<file path="src/rtl/rle_vga_pkg.sv">
// Shared constants and token-layout helpers for the RLE span decode path
// between the flash token reader and the VGA pixel output.
package rle_vga_pkg;

  localparam int unsigned DefColourBits = 6;
  localparam int unsigned DefRunBits    = 10;
  localparam int unsigned DefFifoDepth  = 4;

  // Colour driven during blanking, underrun and after a frame flush.
  localparam int unsigned BlankColour = 0;

  // Token layout: {run, colour}, colour in the low bits.
  function automatic int unsigned tok_colour_lsb();
    return 0;
  endfunction

  function automatic int unsigned tok_run_lsb(input int unsigned colour_bits);
    return colour_bits;
  endfunction

  function automatic int unsigned tok_width(input int unsigned run_bits,
                                            input int unsigned colour_bits);
    return run_bits + colour_bits;
  endfunction

endpackage

</file>
<file path="src/rtl/rle_token_fifo.sv">
// Small synchronous token FIFO with count-based full/empty and a
// combinational head; flush empties it in one cycle.
module rle_token_fifo #(
  parameter int unsigned WIDTH = 16,
  parameter int unsigned DEPTH = 4
) (
  input  logic             clk,
  input  logic             rst,
  input  logic             flush,
  input  logic             push,
  input  logic [WIDTH-1:0] din,
  input  logic             pop,
  output logic             full,
  output logic             empty,
  output logic [WIDTH-1:0] head
);

  localparam int unsigned AW = (DEPTH > 1) ? $clog2(DEPTH) : 1;
  localparam int unsigned CW = $clog2(DEPTH + 1);

  logic [AW-1:0]    wr_ptr_q, wr_ptr_d;
  logic [AW-1:0]    rd_ptr_q, rd_ptr_d;
  logic [CW-1:0]    count_q, count_d;
  logic [WIDTH-1:0] mem_q [DEPTH];
  logic [WIDTH-1:0] mem_d [DEPTH];
  logic             do_push, do_pop;

  assign full    = (count_q == CW'(DEPTH));
  assign empty   = (count_q == '0);
  assign head    = mem_q[rd_ptr_q];
  // A full FIFO refuses a push even when a pop frees a slot this cycle.
  assign do_push = push & ~full & ~flush;
  assign do_pop  = pop & ~empty & ~flush;

  always_comb begin
    wr_ptr_d = wr_ptr_q;
    rd_ptr_d = rd_ptr_q;
    count_d  = count_q;
    if (flush) begin
      wr_ptr_d = '0;
      rd_ptr_d = '0;
      count_d  = '0;
    end else begin
      if (do_push) begin
        wr_ptr_d = wr_ptr_q + AW'(1);
      end
      if (do_pop) begin
        rd_ptr_d = rd_ptr_q + AW'(1);
      end
      if (do_push && !do_pop) begin
        count_d = count_q + CW'(1);
      end else if (do_pop && !do_push) begin
        count_d = count_q - CW'(1);
      end
    end
  end

  always_comb begin
    mem_d = mem_q;
    if (do_push) begin
      mem_d[wr_ptr_q] = din;
    end
  end

  always_ff @(posedge clk or posedge rst) begin
    if (rst) begin
      wr_ptr_q <= '0;
      rd_ptr_q <= '0;
      count_q  <= '0;
    end else begin
      wr_ptr_q <= wr_ptr_d;
      rd_ptr_q <= rd_ptr_d;
      count_q  <= count_d;
    end
  end

  // Storage needs no reset: contents are only visible once counted in.
  always_ff @(posedge clk) begin
    mem_q <= mem_d;
  end

endmodule

</file>
<file path="src/rtl/rle_span_decoder.sv">
// Expands buffered {run, colour} tokens into one registered colour per
// active pixel, with sticky underrun and frame-start resynchronisation.
module rle_span_decoder
  import rle_vga_pkg::*;
#(
  parameter int unsigned COLOUR_BITS = DefColourBits,
  parameter int unsigned RUN_BITS    = DefRunBits,
  parameter int unsigned FIFO_DEPTH  = DefFifoDepth
) (
  input  logic                            clk,
  input  logic                            rst,
  input  logic [RUN_BITS+COLOUR_BITS-1:0] tok_data,
  input  logic                            tok_valid,
  output logic                            tok_ready,
  input  logic                            frame_start,
  input  logic                            pix_en,
  output logic [COLOUR_BITS-1:0]          colour,
  output logic                            underrun
);

  localparam int unsigned TokW      = tok_width(RUN_BITS, COLOUR_BITS);
  localparam int unsigned RunLsb    = tok_run_lsb(COLOUR_BITS);
  localparam int unsigned ColourLsb = tok_colour_lsb();

  logic                   fifo_full, fifo_empty, fifo_push, fifo_pop;
  logic [TokW-1:0]        fifo_head;
  logic [RUN_BITS-1:0]    head_run;
  logic [COLOUR_BITS-1:0] head_colour;

  logic [RUN_BITS-1:0]    remaining_q, remaining_d;
  logic [COLOUR_BITS-1:0] cur_colour_q, cur_colour_d;
  logic [COLOUR_BITS-1:0] colour_q, colour_d;
  logic                   underrun_q, underrun_d;

  assign tok_ready   = ~fifo_full & ~frame_start;
  assign fifo_push   = tok_valid & tok_ready;
  assign head_run    = fifo_head[RunLsb +: RUN_BITS];
  assign head_colour = fifo_head[ColourLsb +: COLOUR_BITS];

  rle_token_fifo #(
    .WIDTH (TokW),
    .DEPTH (FIFO_DEPTH)
  ) u_fifo (
    .clk   (clk),
    .rst   (rst),
    .flush (frame_start),
    .push  (fifo_push),
    .din   (tok_data),
    .pop   (fifo_pop),
    .full  (fifo_full),
    .empty (fifo_empty),
    .head  (fifo_head)
  );

  always_comb begin
    remaining_d  = remaining_q;
    cur_colour_d = cur_colour_q;
    colour_d     = colour_q;
    underrun_d   = underrun_q;
    fifo_pop     = 1'b0;
    if (frame_start) begin
      remaining_d  = '0;
      cur_colour_d = COLOUR_BITS'(BlankColour);
      colour_d     = COLOUR_BITS'(BlankColour);
      underrun_d   = 1'b0;
    end else if (!pix_en) begin
      colour_d = COLOUR_BITS'(BlankColour);
    end else if (remaining_q != '0) begin
      colour_d    = cur_colour_q;
      remaining_d = remaining_q - RUN_BITS'(1);
    end else if (!fifo_empty) begin
      // Run field N means N+1 pixels: this cycle is the first of them.
      fifo_pop     = 1'b1;
      colour_d     = head_colour;
      cur_colour_d = head_colour;
      remaining_d  = head_run;
    end else begin
      colour_d   = COLOUR_BITS'(BlankColour);
      underrun_d = 1'b1;
    end
  end

  always_ff @(posedge clk or posedge rst) begin
    if (rst) begin
      remaining_q  <= '0;
      cur_colour_q <= '0;
      colour_q     <= '0;
      underrun_q   <= 1'b0;
    end else begin
      remaining_q  <= remaining_d;
      cur_colour_q <= cur_colour_d;
      colour_q     <= colour_d;
      underrun_q   <= underrun_d;
    end
  end

  assign colour   = colour_q;
  assign underrun = underrun_q;

endmodule
</file>
<file path="config.mk">
export PLATFORM = sky130hd
export DESIGN_NAME = rle_span_decoder
export DESIGN_NICKNAME = d
export VERILOG_FILES = /design/src/rtl/rle_vga_pkg.sv /design/src/rtl/rle_token_fifo.sv /design/src/rtl/rle_span_decoder.sv
export SDC_FILE = /design/constraint.sdc
export NUM_CORES = 1
export LEC_CHECK = 0
export CELL_PAD_IN_SITES_DETAIL_PLACEMENT = 0
export CELL_PAD_IN_SITES_GLOBAL_PLACEMENT = 1
export CORE_UTILIZATION = 49
export DETAILED_ROUTE_END_ITERATION = 8
export PLACE_DENSITY_LB_ADDON = 0.3
export SYNTH_ARGS = -nofsm -noshare
export SYNTH_HDL_FRONTEND = slang
export SYNTH_SLANG_ARGS = --single-unit
</file>
<file path="constraint.sdc">
create_clock -name clk -period 4.7 [get_ports clk]
set_clock_uncertainty 0.1 [all_clocks]
set_input_delay 0.47 -clock clk [delete_from_list [all_inputs] [get_ports clk]]
set_output_delay 0.47 -clock clk [all_outputs]
set_load 0.1 [all_outputs]
</file>
==> flow_metrics.env <==
export IMPL_gp_congestion=0.8104
export IMPL_hp_class="in2async"
export IMPL_drc=0
export IMPL_drt_wl_total_mm=7.528
export IMPL_path_cells="inv_1 -> ha_1 -> or3b_2 -> or4_1 -> buf_4 -> and2_1 -> fa_1 -> or4b_2 -> nand3_1"
export IMPL_clock_latency_ns=0.35
export IMPL_synth_area_top_cells="edfxtp_1 (47%), dfrtp_1 (18%), mux4_2 (8.8%)"
export IMPL_period_needed_ns=3.484
export IMPL_row_count=32
export IMPL_ios=29
export IMPL_yosys_warnings=0
export IMPL_ant_nets=0
export IMPL_relSlewSlack=0.3242
export IMPL_p_leak_nw=1.725
export IMPL_design_core_area_sq_um=7888
export IMPL_async_flop_share=0.3191
export IMPL_timing_rr_start="remaining_q[0]"
export IMPL_cts_buffer_depth=2
export IMPL_post_cts_buffers=0
export IMPL_stdcell_count=413
export IMPL_start_kind="register"
export IMPL_via_per_inst=5.801
export IMPL_worstRegToRegCells=9
export IMPL_fin_util=0.5996
export IMPL_powerDensity_nw_per_um2=598.7
export IMPL_criticalPathCategory="reg2reg"
export IMPL_start_util=0.5163
export IMPL_whs_ns=0.3901
export IMPL_grt_pass1_vias=2352
export IMPL_drv_cap=0
export IMPL_synth_top_area_share=0.4719
export IMPL_fin_tns_setup_ns=0
export IMPL_overflow=0
export IMPL_fin_crit_sh=0.7413
export IMPL_drv_slew=0
export IMPL_clock_fmax_mhz=287.0
export IMPL_ys_seq_elements=94
export IMPL_drtPass1Iterations=4
export IMPL_worstPathArrival_ns=3.67
export IMPL_antenna_found_initial=0
export IMPL_ys_types=44
export IMPL_worstPathRequired_ns=4.89
export IMPL_synth_edf_count=64
export IMPL_synth_nets=300
export IMPL_final_common_cell="edfxtp_1"
export IMPL_setup_violations_final=0
export IMPL_htreeDepth=3
export IMPL_irDropWorstVdd_v=0.0003250
export IMPL_drive_gt1_frac=0.1383
export IMPL_finish_net_count=334
export IMPL_hold_violations=0
export IMPL_max_stage_delay_ns=0.64
export IMPL_areaGrowthSynthToFinish_pct=16.13
export IMPL_mostFrequentLayoutCells="edfxtp_1 (64), dfrtp_1 (30), clkdlybuf4s50_1 (28), nor2_1 (20), mux4_2 (16)"
export IMPL_clk_pin_slew_ns=0.09
export IMPL_grt_pass1_wl_mm=12.38
export IMPL_io_buffers=28
export IMPL_path_max_fanout=15
export IMPL_die_h_microns=93.17
export IMPL_syn_inst=272
export IMPL_cts_tree="yes"
export IMPL_r2r_slack_ns=1.22
export IMPL_ctsHoldBuffers=0
export IMPL_synth_seq_area_share=0.6562
export IMPL_grt_max_degree=31
export IMPL_totalPowerFinal_w=0.002831
export IMPL_r2r_end="u_fifo.count_q[2]"
export IMPL_die_area_sq_um=8680
export IMPL_rsz0062_at_grt="no"
export IMPL_syn_area_sq_um=4073
export IMPL_worst_pin_slew_ns=1.011
export IMPL_status="finished clean"
export IMPL_antennaDiodeCount=0
export IMPL_die_w_microns=93.17
export IMPL_dp_cells=397
export IMPL_num_fill_cells=619
export IMPL_cts_root_buffer="clkbuf_8"
export IMPL_synth_avg_cell_area_sq_um=14.97
export IMPL_vias=2396
export IMPL_crit_slowest_cell="or4b_2"
export IMPL_wl_per_cell_microns=18.23
export IMPL_cts_resized=0
export IMPL_endpoint_kind="register"
export IMPL_dp_hpwl_mm=5.055
export IMPL_ys_flop_type="edfxtp_1"
export IMPL_cts_sinks=94
export IMPL_groute_usage_overall=0.1938
export IMPL_synth_area_leader_cell="edfxtp_1"
export IMPL_cts_made_buffers=9
export IMPL_drt_initial_drc_count=95
==> routing by layer <==
metal	vias to the layer above	track usage	wire, microns
met4	0	0.07949	108
met5	-	0	0
met2	65	0.3039	3573
met1	1196	0.2695	3540
met3	9	0.03415	306
li1	1126	-	-
==> sequential cells by signal, indices dropped and copies added (netlist names) <==
register	count
u_fifo.mem_q	64
remaining_q	10
colour	6
cur_colour_q	6
u_fifo.count_q	3
u_fifo.rd_ptr_q	2
u_fifo.wr_ptr_q	2
underrun	1
==> final cells by class <==
cell class                      instances  area, sq um  share of cell area
Clock buffer                           10        127.6             0.02698
Clock inverter                          6        117.6             0.02487
Timing Repair Buffer                   35        332.8             0.07037
Tap cell                              102        127.6             0.02698
Multi-Input combinational cell        154         1306              0.2762
Inverter                               12        45.04            0.009524
Sequential cell                        94         2673              0.5651
==> synth_stat cells (2+ instances only) <==
master and number:
nand3_1 2, dfrtp_1 30, inv_1 12, a32o_1 4, o41ai_1 3, edfxtp_1 64, a31oi_1 3, a22oi_1 8
mux2i_1 10, o31ai_1 2, clkbuf_1 8, and3_1 2, o32ai_1 3, nor2_1 20, buf_2 3, or4_1 3
nand4_1 3, nor3_1 3, nor3b_1 3, ha_1 6, nor2b_1 4, nand2_1 9, or3b_2 2, o21ai_0 6
xnor2_1 3, nand2b_1 6, mux4_2 16, and2_1 6, a21oi_1 9, or3_1 2, nor4b_1 2, nor4_1 3
==> worst max-delay path by stage <==
stage | start | endpoint | slack, ns | cells past startpoint
finish | remaining_q[0] | u_fifo.count_q[2] | 1.22 | 9
global route | remaining_q[0] | u_fifo.count_q[2] | 1.09 | 9
CTS | remaining_q[0] | u_fifo.count_q[2] | 1.22 | 9
detailed placement | pix_en | u_fifo.count_q[2] | 0.99 | 8
global placement | pix_en | u_fifo.count_q[2] | 1.07 | 8
floorplan | remaining_q[0] | u_fifo.count_q[2] | 1.26 | 10
==> through the flow <==
| step | setup slack, ns | instance area, sq um |
|---|---|---|
| after floorplan | 1.265 | 4073 |
| after global placement | 1.072 | 4484 |
| after detailed placement | 0.9934 | 4484 |
| after CTS | 1.218 | 4730 |
| after global routing | 1.092 | 4730 |
| final | 1.216 | 4730 |
==> critical path: cells and delay by family, from the launching register on <==
family	cells	cell delay, ns
simple gates	5	1.96
flops	1	0.43
fa+ha+maj	2	0.61
buf+inv	2	0.31
==> kinds of logic (layout without fill, tap and decap cells) <==
logic type	count (synthesis)	after routing	share of synthesized area
compound gates	44	44	0.07650
flops	94	94	0.6562
fa+ha+maj	7	7	0.02335
mux	26	26	0.1131
simple gates	73	73	0.09923
buf+inv	24	63	0.02304
xor+xnor	4	4	0.008604
==> report_power, final <==
group          leakage [nW]  internal, W  switching [W]
registers             0.991     0.000998       0.000101
clock network         0.119     0.000359       0.000278
logic                 0.615     0.000443       0.000652
total                  1.72      0.00180        0.00103
No activity file was read; power rests on OpenSTA's default activity.
